## src/rtl/lpc_pkg.sv

```systemverilog
// -----------------------------------------------------------------------------
// lpc_pkg
// Shared LPC definitions: the host FSM state encoding and the START, CYCTYPE
// and SYNC field codes. lpc_periph will also use these codes.
// No ports (package).
// -----------------------------------------------------------------------------
package lpc_pkg;

   typedef enum logic [4:0] {
      ST_IDLE,
      ST_START,
      ST_CYCTYPE,
      ST_ADDR3,
      ST_ADDR2,
      ST_ADDR1,
      ST_ADDR0,
      ST_WDATA0,
      ST_WDATA1,
      ST_TARH0,
      ST_TARH1,
      ST_SYNC,
      ST_RDATA0,
      ST_RDATA1,
      ST_TARP0,
      ST_TARP1,
      ST_ABORT,
      ST_ABORT_END
   } lpc_state_e;

   // START field
   localparam logic [3:0] START_TPM       = 4'b0101;
   localparam logic [3:0] START_IO        = 4'b0000;

   // CYCTYPE + DIR field
   localparam logic [3:0] CYCTYPE_IO_RD   = 4'b0000;
   localparam logic [3:0] CYCTYPE_IO_WR   = 4'b0010;

   // SYNC field
   localparam logic [3:0] SYNC_READY      = 4'b0000;
   localparam logic [3:0] SYNC_SHORT_WAIT = 4'b0101;
   localparam logic [3:0] SYNC_LONG_WAIT  = 4'b0110;
   localparam logic [3:0] SYNC_ERROR      = 4'b1010;

   // Selects one nibble of a 16-bit address, index 3 = most significant.
   function automatic logic [3:0] addr_nibble(input logic [15:0] addr, input logic [1:0] idx);
      return addr[{idx, 2'b00} +: 4];
   endfunction

endpackage

```

## src/rtl/lpc_host_if.sv

```systemverilog
// -----------------------------------------------------------------------------
// lpc_host_if
// Bundles the request/completion handshake and the LPC bus pins of lpc_host.
//
// Handshake: req_i is sampled on a rising clk edge only while busy_o=0; that
// edge accepts the request and latches req_wr_i/req_addr_i/req_data_i. busy_o
// then stays high until the cycle in which done_o pulses for exactly one clock
// (err_o alongside it). In the done_o cycle busy_o is already low, so a new
// req_i may be presented and is accepted on the following edge.
//
// Signals:
//   req_i, req_wr_i, req_addr_i[15:0], req_data_i[7:0]  request (into host)
//   busy_o, done_o, err_o, rd_data_o[7:0]               completion (from host)
//   lframe_o, lad_o[3:0], lad_oe_o                      LPC drive (from host)
//   lad_i[3:0]                                          sampled LAD (into host)
//   state_dbg                                           host FSM state
// Modports: master = the host (lpc_host), slave = the requester / bus side.
// -----------------------------------------------------------------------------
interface lpc_host_if;
   import lpc_pkg::*;

   logic        req_i;
   logic        req_wr_i;
   logic [15:0] req_addr_i;
   logic [7:0]  req_data_i;
   logic        busy_o;
   logic        done_o;
   logic        err_o;
   logic [7:0]  rd_data_o;
   logic        lframe_o;
   logic [3:0]  lad_o;
   logic        lad_oe_o;
   logic [3:0]  lad_i;
   lpc_state_e  state_dbg;

   modport master (
      input  req_i, req_wr_i, req_addr_i, req_data_i, lad_i,
      output busy_o, done_o, err_o, rd_data_o, lframe_o, lad_o, lad_oe_o, state_dbg
   );

   modport slave (
      output req_i, req_wr_i, req_addr_i, req_data_i, lad_i,
      input  busy_o, done_o, err_o, rd_data_o, lframe_o, lad_o, lad_oe_o, state_dbg
   );

endinterface

```

## src/rtl/lpc_host.sv

```systemverilog
// -----------------------------------------------------------------------------
// lpc_host
// LPC initiator issuing single-byte I/O / TPM read and write cycles. Accepts
// one request at a time, serialises START/CYCTYPE/ADDR/(WDATA)/TAR, handles
// SYNC waits, captures read data and reports completion or error.
//
// Ports:
//   clk_i   LPC clock (LCLK), rising edge
//   nrst_i  asynchronous active-low reset (LRESET#)
//   bus     lpc_host_if.master: request/completion handshake + LAD/LFRAME#
//
// Parameters:
//   START_NIBBLE  START field value (0101 TPM, 0000 I/O)
//   SYNC_TIMEOUT  consecutive wait SYNCs tolerated before abort (>= 1)
//   ABORT_CYCLES  clocks LFRAME# is held low during abort (>= 4)
//
// Build option: define LPC_HOST_TIMEOUT_EN to abort a cycle whose SYNC keeps
// returning wait codes; without it SYNC waits indefinitely.
// -----------------------------------------------------------------------------
module lpc_host
   import lpc_pkg::*;
#(
   parameter logic [3:0] START_NIBBLE = 4'b0101,
   parameter int         SYNC_TIMEOUT = 32,
   parameter int         ABORT_CYCLES = 4
) (
   input  logic           clk_i,
   input  logic           nrst_i,
   lpc_host_if.master     bus
);

   // One counter serves both the SYNC wait count and the ABORT length: the two
   // phases never overlap and it is cleared on every state change.
   localparam int CNT_MAX = (ABORT_CYCLES > SYNC_TIMEOUT) ? ABORT_CYCLES : SYNC_TIMEOUT;
   localparam int CNT_W   = $clog2(CNT_MAX + 1);

   lpc_state_e         state_q, state_d;
   logic               wr_q;
   logic [15:0]        addr_q;
   logic [7:0]         data_q;
   logic               err_flag_q;
   logic [7:0]         rd_buf_q;
   logic [7:0]         rd_data_q;
   logic               done_q;
   logic               err_q;
   logic [CNT_W-1:0]   cnt_q;

   logic               lframe;
   logic               lad_oe;
   logic [3:0]         lad;

   // ---------------------------------------------------------------- FSM state
   always_ff @(posedge clk_i or negedge nrst_i) begin
      if (!nrst_i) state_q <= ST_IDLE;
      else         state_q <= state_d;
   end

   // ------------------------------------------- FSM next state + LPC drive
   always_comb begin
      state_d = state_q;
      lframe  = 1'b1;
      lad_oe  = 1'b0;
      lad     = 4'hF;
      case (state_q)
         ST_IDLE: begin
            if (bus.req_i) state_d = ST_START;
         end
         ST_START: begin
            lframe  = 1'b0;
            lad_oe  = 1'b1;
            lad     = START_NIBBLE;
            state_d = ST_CYCTYPE;
         end
         ST_CYCTYPE: begin
            lad_oe  = 1'b1;
            lad     = wr_q ? CYCTYPE_IO_WR : CYCTYPE_IO_RD;
            state_d = ST_ADDR3;
         end
         ST_ADDR3: begin
            lad_oe  = 1'b1;
            lad     = addr_nibble(addr_q, 2'd3);
            state_d = ST_ADDR2;
         end
         ST_ADDR2: begin
            lad_oe  = 1'b1;
            lad     = addr_nibble(addr_q, 2'd2);
            state_d = ST_ADDR1;
         end
         ST_ADDR1: begin
            lad_oe  = 1'b1;
            lad     = addr_nibble(addr_q, 2'd1);
            state_d = ST_ADDR0;
         end
         ST_ADDR0: begin
            lad_oe  = 1'b1;
            lad     = addr_nibble(addr_q, 2'd0);
            state_d = wr_q ? ST_WDATA0 : ST_TARH0;
         end
         ST_WDATA0: begin
            lad_oe  = 1'b1;
            lad     = data_q[3:0];
            state_d = ST_WDATA1;
         end
         ST_WDATA1: begin
            lad_oe  = 1'b1;
            lad     = data_q[7:4];
            state_d = ST_TARH0;
         end
         ST_TARH0: begin
            lad_oe  = 1'b1;
            state_d = ST_TARH1;
         end
         ST_TARH1: begin
            state_d = ST_SYNC;
         end
         ST_SYNC: begin
            case (bus.lad_i)
               SYNC_READY, SYNC_ERROR: state_d = wr_q ? ST_TARP0 : ST_RDATA0;
               SYNC_SHORT_WAIT, SYNC_LONG_WAIT: begin
`ifdef LPC_HOST_TIMEOUT_EN
                  // cnt_q counts waits already seen; this sample is one more.
                  if (cnt_q == CNT_W'(SYNC_TIMEOUT)) state_d = ST_ABORT;
`endif
               end
               default: state_d = ST_ABORT;
            endcase
         end
         ST_RDATA0: state_d = ST_RDATA1;
         ST_RDATA1: state_d = ST_TARP0;
         ST_TARP0:  state_d = ST_TARP1;
         ST_TARP1:  state_d = ST_IDLE;
         ST_ABORT: begin
            lframe = 1'b0;
            lad_oe = 1'b1;
            if (cnt_q == CNT_W'(ABORT_CYCLES - 1)) state_d = ST_ABORT_END;
         end
         ST_ABORT_END: state_d = ST_IDLE;
         default:      state_d = ST_IDLE;
      endcase
   end

   // ---------------------------------------------------------------- datapath
   always_ff @(posedge clk_i or negedge nrst_i) begin
      if (!nrst_i) begin
         wr_q       <= 1'b0;
         addr_q     <= 16'h0000;
         data_q     <= 8'h00;
         err_flag_q <= 1'b0;
         rd_buf_q   <= 8'h00;
         rd_data_q  <= 8'h00;
         done_q     <= 1'b0;
         err_q      <= 1'b0;
         cnt_q      <= '0;
      end else begin
         done_q <= 1'b0;
         err_q  <= 1'b0;

         if (state_d != state_q) begin
            cnt_q <= '0;
`ifdef LPC_HOST_TIMEOUT_EN
         end else if ((state_q == ST_ABORT || state_q == ST_SYNC) &&
                      cnt_q != {CNT_W{1'b1}}) begin
`else
         end else if (state_q == ST_ABORT && cnt_q != {CNT_W{1'b1}}) begin
`endif
            cnt_q <= cnt_q + 1'b1;
         end

         case (state_q)
            ST_IDLE: begin
               if (bus.req_i) begin
                  wr_q       <= bus.req_wr_i;
                  addr_q     <= bus.req_addr_i;
                  data_q     <= bus.req_data_i;
                  err_flag_q <= 1'b0;
               end
            end
            ST_SYNC: begin
               if (bus.lad_i == SYNC_ERROR) err_flag_q <= 1'b1;
            end
            ST_RDATA0: rd_buf_q[3:0] <= bus.lad_i;
            ST_RDATA1: rd_buf_q[7:4] <= bus.lad_i;
            ST_TARP1: begin
               done_q <= 1'b1;
               err_q  <= err_flag_q;
               if (!wr_q) rd_data_q <= rd_buf_q;
            end
            ST_ABORT_END: begin
               done_q <= 1'b1;
               err_q  <= 1'b1;
            end
            default: ;
         endcase
      end
   end

   assign bus.busy_o    = (state_q != ST_IDLE);
   assign bus.done_o    = done_q;
   assign bus.err_o     = err_q;
   assign bus.rd_data_o = rd_data_q;
   assign bus.lframe_o  = lframe;
   assign bus.lad_o     = lad;
   assign bus.lad_oe_o  = lad_oe;
   assign bus.state_dbg = state_q;

endmodule

```

## src/flat_wrapper.sv

```systemverilog
// flat-port wrapper written by rule: the top's interface ports become plain ports
module lpc_host_flat import lpc_pkg::*;
#(
   parameter logic [3:0] START_NIBBLE = 4'b0101,
   parameter int         SYNC_TIMEOUT = 32,
   parameter int         ABORT_CYCLES = 4
)
  (clk_i, nrst_i, bus_req_i, bus_req_wr_i, bus_req_addr_i, bus_req_data_i, bus_lad_i, bus_busy_o, bus_done_o, bus_err_o, bus_rd_data_o, bus_lframe_o, bus_lad_o, bus_lad_oe_o, bus_state_dbg);
  lpc_host_if bus_i ();
  input  logic clk_i;
  input  logic nrst_i;
  input wire logic [$bits(bus_i.req_i)-1:0] bus_req_i;
  input wire logic [$bits(bus_i.req_wr_i)-1:0] bus_req_wr_i;
  input wire logic [$bits(bus_i.req_addr_i)-1:0] bus_req_addr_i;
  input wire logic [$bits(bus_i.req_data_i)-1:0] bus_req_data_i;
  input wire logic [$bits(bus_i.lad_i)-1:0] bus_lad_i;
  output wire logic [$bits(bus_i.busy_o)-1:0] bus_busy_o;
  output wire logic [$bits(bus_i.done_o)-1:0] bus_done_o;
  output wire logic [$bits(bus_i.err_o)-1:0] bus_err_o;
  output wire logic [$bits(bus_i.rd_data_o)-1:0] bus_rd_data_o;
  output wire logic [$bits(bus_i.lframe_o)-1:0] bus_lframe_o;
  output wire logic [$bits(bus_i.lad_o)-1:0] bus_lad_o;
  output wire logic [$bits(bus_i.lad_oe_o)-1:0] bus_lad_oe_o;
  output wire logic [$bits(bus_i.state_dbg)-1:0] bus_state_dbg;
  assign bus_i.req_i = bus_req_i;
  assign bus_i.req_wr_i = bus_req_wr_i;
  assign bus_i.req_addr_i = bus_req_addr_i;
  assign bus_i.req_data_i = bus_req_data_i;
  assign bus_i.lad_i = bus_lad_i;
  assign bus_busy_o = bus_i.busy_o;
  assign bus_done_o = bus_i.done_o;
  assign bus_err_o = bus_i.err_o;
  assign bus_rd_data_o = bus_i.rd_data_o;
  assign bus_lframe_o = bus_i.lframe_o;
  assign bus_lad_o = bus_i.lad_o;
  assign bus_lad_oe_o = bus_i.lad_oe_o;
  assign bus_state_dbg = bus_i.state_dbg;
  lpc_host #(.START_NIBBLE(START_NIBBLE), .SYNC_TIMEOUT(SYNC_TIMEOUT), .ABORT_CYCLES(ABORT_CYCLES)) u_core (.clk_i(clk_i), .nrst_i(nrst_i), .bus(bus_i));
endmodule
```

## config.mk

```make
export PLATFORM = sky130hd
export DESIGN_NAME = lpc_host_flat
export DESIGN_NICKNAME = d
export VERILOG_FILES = /design/src/rtl/lpc_pkg.sv /design/src/rtl/lpc_host_if.sv /design/src/rtl/lpc_host.sv /design/src/flat_wrapper.sv
export SDC_FILE = /design/constraint.sdc
export NUM_CORES = 1
export LEC_CHECK = 0
export BUFFER_PORTS_ARGS = -buffer_cell sky130_fd_sc_hd__buf_4
export CAP_MARGIN = 20
export CORE_MARGIN = 2
export CORE_UTILIZATION = 30
export CTS_CLUSTER_SIZE = 8
export DETAILED_ROUTE_END_ITERATION = 16
export SYNTH_ARGS = -nofsm -noshare
export SYNTH_HDL_FRONTEND = slang
export SYNTH_SLANG_ARGS = --single-unit
```

## constraint.sdc

```tcl
create_clock -name clk_i -period 1.8 [get_ports clk_i]
set_input_delay 0.27 -clock clk_i [delete_from_list [all_inputs] [get_ports clk_i]]
set_output_delay 0.27 -clock clk_i [all_outputs]
set_load 0.02 [all_outputs]
```

# After elaboration in Yosys (flattened, before gate mapping)
# Cells that the tools add are included.
[op_classes]
n_bitwise = 1
n_eq_ne = 25
muxes = 17
add_sub_neg = 1
reduce_logical = 14
[op_table]
columns = ["cell", "n"]
rows = [
  ["5-bit case mux with 16 select lines", 1],
  ["5-bit by 4-bit equality test with 1-bit output (second input constant)", 8],
  ["4-bit case mux with 8 select lines", 1],
  ["5-bit by 3-bit equality test with 1-bit output (second input constant)", 4],
  ["6-bit 2-to-1 mux", 2],
  ["5-bit by 2-bit equality test with 1-bit output (second input constant)", 2],
  ["5-bit equality test (second input constant)", 2],
  ["5-bit 2-to-1 mux", 2],
  ["5-bit case mux with 2 select lines", 1],
  ["10-bit OR reduction", 1],
  ["4-bit by 3-bit equality test with 1-bit output (second input constant)", 2],
  ["2-bit OR reduction", 4],
  ["6-bit by 1-bit adder with 6-bit output (second input constant)", 1],
  ["6-bit by 2-bit equality test with 1-bit output (second input constant)", 1],
  ["6-bit != test (second input constant)", 1],
  ["5-bit by 1-bit equality test with 1-bit output (second input constant)", 1],
  ["5-bit zero test", 1],
  ["1-bit 2-to-1 mux", 5],
  ["5-bit != test", 1],
  ["5-bit nonzero test", 1],
  ["4-bit equality test (second input constant)", 1],
  ["4-bit zero test", 1],
  ["2-bit 2-to-1 mux", 2],
  ["4-bit 2-to-1 mux", 1],
  ["8 further kinds", 11],
]
[word_totals]
wordCells = 69
out_inout_bits = 22
regBits = 55
in_bits = 32

# Longest topological paths before layout
# Gate-level depths: netlist of run 1.
[depth]
word_depth = 6
ltp_mapped = 6
mapped_depth_nobuf = 5

# Worst setup path before layout of run 1
# OpenSTA, ideal clock, no wires.
[synth_path]
path_kind = "register to output"
from = "register u_core.state_q[2] (netlist: u_core.bus.state_dbg[2])"
to = "output bus_lad_o[3]"
t_arrival_ps = 1717
stages_incl_launch_ff = 7
path_slack_ps = -187
t_required_ps = 1530
path_cell_list = "dfrtp_1 buf_2 clkbuf_1 nand2_1 a221oi_1 o32ai_1 o211ai_1"
[synth_via]
elab_chain_cells = 2
word_cells_on_any_way = 9
[synth_rtl]
columns = ["item", "line_no", "text"]
rows = [
  ["from (decl)", "lpc_host.sv:37", "lpc_state_e state_q, state_d;"],
  ["from (signal assigned)", "lpc_host.sv:55", "else state_q <= state_d;"],
  ["5-bit by 4-bit equality test with 1-bit output (tied with other cells)", "lpc_host.sv:64", "case (state_q)"],
  ["4-bit case mux with 8 select lines (*)", "lpc_host.sv:64", ""],
  ["to (decl)", "flat_wrapper.sv:22", "output wire logic [$bits(bus_i.lad_o)-1:0] bus_lad_o;"],
]
# Every way passes the cells marked *; elsewhere a longest branch is shown, timed or not.

# Worst setup path after layout of run 1
[layout_path]
from = "register u_core.state_q[2] (netlist: u_core.bus.state_dbg[2])"
to = "output bus_lad_o[2]"
# The elaborated chain is that of the path after synthesis.

==> results of run 1 <==
-- state kept, by name, summed over array words and instances (netlist names) --
name	flops
u_core.data_q	8
u_core.bus.state_dbg	5
u_core.bus.done_o	1
u_core.wr_q	1
u_core.err_flag_q	1
u_core.bus.err_o	1
u_core.addr_q	16
u_core.cnt_q	6
u_core.bus.rd_data_o	8
u_core.rd_buf_q	8
-- critical path: cells and delay by family (launching register included) --
family / cells / cell delay (ns)
mux: 1 / 0.18
buf+inv: 3 / 0.41
compound gates: 2 / 0.23
flops: 1 / 0.45
simple gates: 1 / 0.12
-- worst paths after layout --
kind                                               from                      end  slack (ns)  depth (start not counted)
worst max-delay path            u_core.bus.state_dbg[2]             bus_lad_o[2]       -0.19                          7
worst min register to register        u_core.addr_q[12]        u_core.addr_q[12]        0.51                          1
worst max register to register  u_core.bus.state_dbg[1]          u_core.cnt_q[3]       -0.10                          5
worst min-delay path                             nrst_i  u_core.bus.state_dbg[0]       -0.02                          1
min in group clk_i                    bus_req_data_i[7]         u_core.data_q[7]        0.18                          2
max in group asynchronous                        nrst_i  u_core.bus.state_dbg[1]        1.30                          1
-- cell usage in the layout, fill, tap and decap left out, types with 2 or more instances in the layout --
cell / instances
a211oi_1: 2
a211oi_2: 2
a21o_1: 2
a21oi_1: 11
a21oi_2: 2
a221oi_2: 2
and2_1: 3
buf_12: 2
buf_4: 90
buf_6: 22
clkbuf_8: 5
dfrtp_1: 50
dfrtp_2: 5
inv_1: 3
mux2_2: 40
mux2i_1: 7
nand2_1: 9
nand2_4: 2
nand2b_1: 2
nand2b_4: 2
nand3_1: 4
nand4_1: 2
nor2_1: 4
nor2b_1: 5
nor3_2: 5
nor4_1: 2
o211ai_1: 3
o21ai_0: 4
o21ai_1: 2
o22ai_1: 3
o31ai_1: 2
or4_4: 2
xnor2_1: 2
xor2_1: 3
-- per-stage QoR --
stage	power, uW	setup TNS (ns)	worst slack, ns	utilization [%]	hold slack [ns]
after floorplan	3930	0	0.00156	-	-0.0256
after global placement	5080	0	0.0274	38.2	0.361
after detailed placement	5150	0	0.00519	38.2	0.371
after CTS	6740	-1.21	-0.198	43.3	0.0197
after global routing	7450	-2.94	-0.263	45.1	0.0363
final	7030	-1.29	-0.191	45.1	-0.0202
-- routing by layer --
metal	global-route usage (%)	up-vias	share of wire, %
met5	0	-	0
met4	4.85	0	2.2
met3	3.19	16	4.9
met2	24.4	59	50
met1	19.6	1183	43
li1	-	1107	-
-- report_power, final --
group	switching, uW	internal [uW]	total [uW]	leakage (uW)
combinational	1830	2240	4080	0.00116
clock	439	420	859	0.0000548
sequential	350	1740	2090	0.000687
total	2620	4410	7030	0.00190
-- layout make-up --
| type | count | area (um2) |
|---|---|---|
| tap | 111 | 139 |
| timing repair buffer | 115 | 988 |
| clock buffer | 5 | 68.8 |
| sequential | 55 | 1380 |
| fill | 844 | 5030 |
| multi-input combinational | 167 | 1490 |
| inverter | 3 | 11.3 |
| clock inverter | 3 | 46.3 |
-- cell families after synthesis --
group / Yosys count
adder cells (fa/ha/maj): 1
buffers and inverters: 21
AND/OR/NAND/NOR: 60
flip-flops: 55
AO/OA/AOI/OAI: 52
XOR/XNOR: 5
multiplexers: 49
-- what timing repair did --
item	CTS	global route
gates resized for setup	40	23
cloned	0	2
pin swaps	21	12
setup endpoints to repair	10	51
setup buffers	28	7
hold buffers	0	0
==> impl_metrics.tcl, run 1 <==
set metrics [dict create \
    post_drt_wl_per_cell_um 16.5 \
    clock_skew_ns 0.0115 \
    die_w_um 101 \
    synth_edf_count 0 \
    synthCells 243 \
    critPathRequiredTime_ns 1.53 \
    crit_top_cell "buf_6" \
    route.detailed.drc 0 \
    synth_adder_area_share_pct 0.447 \
    dr.pass1.iters 4 \
    vias 2365 \
    synth_top_cells_by_count "55 x dfrtp_1, 41 x mux2_2, 13 x a21oi_1, 11 x clkbuf_1, 11 x nand2_1" \
    placedCellCount 418 \
    synth_flop_cell "dfrtp_1" \
    final_area_um2 4130 \
    insertion_delay_ns 0.32 \
    synth_area_leaders "dfrtp_1 49%, mux2_2 17%, mux2i_1 2.9%, a21oi_1 2.3%, nor2b_1 1.6%" \
    synth_top_area_share_pct 49.2 \
    hold_violations 23 \
    synthMuxAreaShare_pct 19.4 \
    place_congestion 0.809 \
    rows 35 \
    area_growth_pct 47.5 \
    path_cells "buf_6, buf_6, mux2i_2, o22ai_2, o21ai_1, nand3_1, buf_6" \
    ys_seq_area_share_pct 49.2 \
    clock-root-buffer "clkbuf_8" \
    syn_avg_cell_area_um2 11.5 \
    core_area_um2 9150 \
    startpoint_type "register" \
    cts_buffer_depth 2 \
    synth.largest_area_cell "dfrtp_1" \
    crit_type "reg2out" \
    nNetsFinal 380 \
    critPathSlowestCell "dfrtp_2" \
    dpl-instance-area_um2 3490 \
    arrival_ns 1.72 \
    synthSimpleGateAreaFrac_pct 12.7 \
    wl_um 7560 \
    start_util_pct 30.6 \
    grt-ovfl-total 0 \
    hp-class "in2async" \
    hold_ws_ns -0.0202 \
    antenna_found_initial 0 \
    timing.final.crit_period_ns 1.99 \
    num_io_pins 54 \
    violations "hold timing, setup timing" \
    synthesis.nets 276 \
    final_cells 459 \
    power_density_nw_per_um2 1700 \
    htreeDepth 2 \
    grt.total_usage_pct 14.9 \
    rsz0062_at_grt "yes" \
    tightest_slew_ns 0.709 \
    critical-path-max-stage-delay_ns 0.45 \
    synth.most_common_cell "dfrtp_1" \
    ant_nets 0 \
    synth_async_sr_flop_share_pct 100 \
    p_leak_uw 0.00190 \
    setup_slack_ns -0.191 \
    drive_gt1_share_pct 58.9 \
    path_max_fanout 5 \
    diodes 0 \
    finalCritPeriodShare_pct 111 \
    drt-initial-drc-count 74 \
    outcome "complete, but fails checks" \
    port_buffers 53 \
    grt_max_degree 56 \
    clk_pin_slew_ns 0.11 \
    numCtsBuffers 5 \
    synth_warnings 0 \
    viasPerCell 5.15 \
    grt_pass1_vias 2441 \
    die_area_um2 10100 \
    clock_sinks 55 \
    ys_types 53 \
    synthXorXnorAreaFrac_pct 1.57 \
    cts_tree "done" \
    grt_pass1_wl_um 11900 \
    drv_cap 0 \
    drv_slew 0 \
    timing.slew.headroom_pct 52.8 \
    cp-end-kind "primary output" \
    die_h_um 101 \
    synth_area_um2 2800 \
    place_hpwl_um 4880 \
    synth_top_family_by_area "multiplexers" \
    synth_compound_area_share_pct 13.4 \
    vdd_drop_max_mv 0.973 \
    finalSetupViolations 13 \
    max_freq_mhz 502 \
    synth_seq_cells 55 \
]
No activity file was read; power rests on OpenSTA's default activity.
==> run 2: changes to the inputs <==
- CORE_MARGIN: 2 -> 8
==> impl_metrics.tcl, run 2 (synthesis results as in run 1) <==
set metrics [dict create \
    rsz0062_at_grt "yes" \
    hold_violations 0 \
    grt.total_usage_pct 12.0 \
    power.total_uw 6970 \
    critPathLaunch "u_core.bus.state_dbg[0]" \
    p_leak_uw 0.00186 \
    regMostFlops "u_core.addr_q" \
    insertion_delay_ns 0.31 \
    largest_reg_flops 16 \
    outcome "complete, but fails checks" \
    wl_um 7910 \
    grt_max_degree 35 \
    start_util_pct 30.6 \
    placedCellCount 420 \
    numCtsBuffers 5 \
    timing.final.crit_period_ns 2.01 \
    die_w_um 113 \
    mostFrequentLayoutCell "buf_4" \
    finalCritPeriodShare_pct 112 \
    die_h_um 113 \
    clock_sinks 55 \
    max_freq_mhz 496 \
    p_sw_uw 2590 \
    area_growth_pct 45.4 \
    crit_type "reg2out" \
    die_area_um2 12700 \
    hold_ws_ns 0.183 \
    layout_common_cells "88 x buf_4, 50 x dfrtp_1, 41 x mux2_2" \
    r2r-start "u_core.bus.state_dbg[0]" \
    route.detailed.drc 0 \
    dp_slack_ns -0.0530 \
    pwr-share-comb_pct 55.4 \
    htreeDepth 2 \
    cp-end-kind "primary output" \
    clock_skew_ns 0.00803 \
    crit_end "bus_lad_o[0]" \
    drt-initial-drc-count 107 \
    timing.slew.headroom_pct 68.1 \
    grt-ovfl-total 0 \
    place_congestion 0.796 \
    setup_slack_ns -0.215 \
    r2r_slack_ns -0.12 \
    core_area_um2 9150 \
    port_buffers 53 \
    post_drt_wl_per_cell_um 17.4 \
    power.share.clock_pct 14.1 \
    diodes 0 \
    vdd_drop_max_mv 0.923 \
    final_cells 454 \
    num_io_pins 54 \
    violations "setup timing" \
    r2r_end "u_core.cnt_q[5]" \
    seqPwrFrac_pct 30.4 \
    drv_cap 0 \
    clock-root-buffer "clkbuf_8" \
    hp-class "in2reg" \
    p_int_uw 4380 \
    swShare_pct 37.1 \
    critPathRequiredTime_ns 1.53 \
    grt_pass1_vias 2438 \
    rows 35 \
    drive_gt1_share_pct 56.3 \
    vias 2314 \
    cts_tree "done" \
    cts_buffer_depth 2 \
    viasPerCell 5.10 \
    startpoint_type "register" \
    tightest_slew_ns 0.478 \
    place_hpwl_um 5290 \
    r2r_cells 6 \
    antenna_found_initial 0 \
    grt_pass1_wl_um 12300 \
    power_density_nw_per_um2 1710 \
    ant_nets 0 \
    arrival_ns 1.74 \
    nNetsFinal 375 \
    clk_pin_slew_ns 0.11 \
    drv_slew 0 \
    finalSetupViolations 38 \
    path_max_fanout 6 \
    dr.pass1.iters 4 \
]
==> run 2: changes by cell type in the layout (fill, tap and decap cells not counted), sizes merged <==
cell / change
buf: -6
bufinv: +1
dlygate4sd3: +1
inv: -1
==> run 2: area by class of cell <==
cell class	count	area [um2]
clock inverter	3	67.6
timing repair buffer	110	938
tap	111	139
multi-input combinational	167	1460
sequential	55	1380
clock buffer	5	68.8
fill	873	5080
inverter	3	11.3
==> run 2: critical path, stage by stage (launching register included) <==
cell      delay [ns]
dfrtp_2         0.48
buf_6           0.16
mux2i_4         0.23
nor4_2          0.06
a221oi_2        0.18
o211ai_1        0.14
buf_4           0.18
==> run 2: worst min path at each step <==
stage	start	to	slack, ns	depth (start not counted)
2_1_floorplan	nrst_i	u_core.addr_q[0]	-0.03	0
3_5_place_dp	nrst_i	u_core.cnt_q[5]	0.26	1
6_report	bus_req_addr_i[13]	u_core.addr_q[13]	0.18	2
3_3_place_gp	nrst_i	u_core.cnt_q[5]	0.26	1
5_1_grt	bus_req_addr_i[3]	u_core.addr_q[3]	0.17	2
4_1_cts	bus_req_data_i[2]	u_core.data_q[2]	0.18	2
==> run 2: power by group through the flow <==
stage	sequential, uW	combinational (uW)	clock (uW)
after detailed placement	2230	2960	0
final	2120	3860	984
after CTS	2100	3610	1000
after global placement	2210	2920	0
after global routing	2180	4150	1060
after floorplan	2120	1800	0
==> run 2: what timing repair did <==
action | in CTS | in global routing
hold buffers | 1 | 0
pin swaps | 11 | 11
buffers inserted | 20 | 3
endpoints found under the hold margin | 33 | 0
resized for setup | 33 | 18
gates cloned | 0 | 2
setup endpoints to repair | 22 | 46
==> run 2: routing by layer <==
| layer | share of wire (%) | wire length [um] | up-vias | track usage, % |
|---|---|---|---|---|
| li1 | - | - | 1093 | - |
| met1 | 47 | 3700 | 1169 | 15.7 |
| met2 | 49 | 3880 | 47 | 19.7 |
| met3 | 3.7 | 295 | 5 | 2.90 |
| met4 | 0.56 | 44 | 0 | 2.16 |
| met5 | 0 | 0 | - | 0 |
==> run 2: stage by stage <==
| stage | TNS, ns | utilization (%) | area [um2] |
|---|---|---|---|
| after global placement | -0.0717 | 38.5 | 3520 |
| after global routing | -5.33 | 44.5 | 4070 |
| final | -2.79 | 44.5 | 4070 |
| after floorplan | 0 | - | 2810 |
| after detailed placement | -0.145 | 38.5 | 3520 |
| after CTS | -1.71 | 42.9 | 3920 |
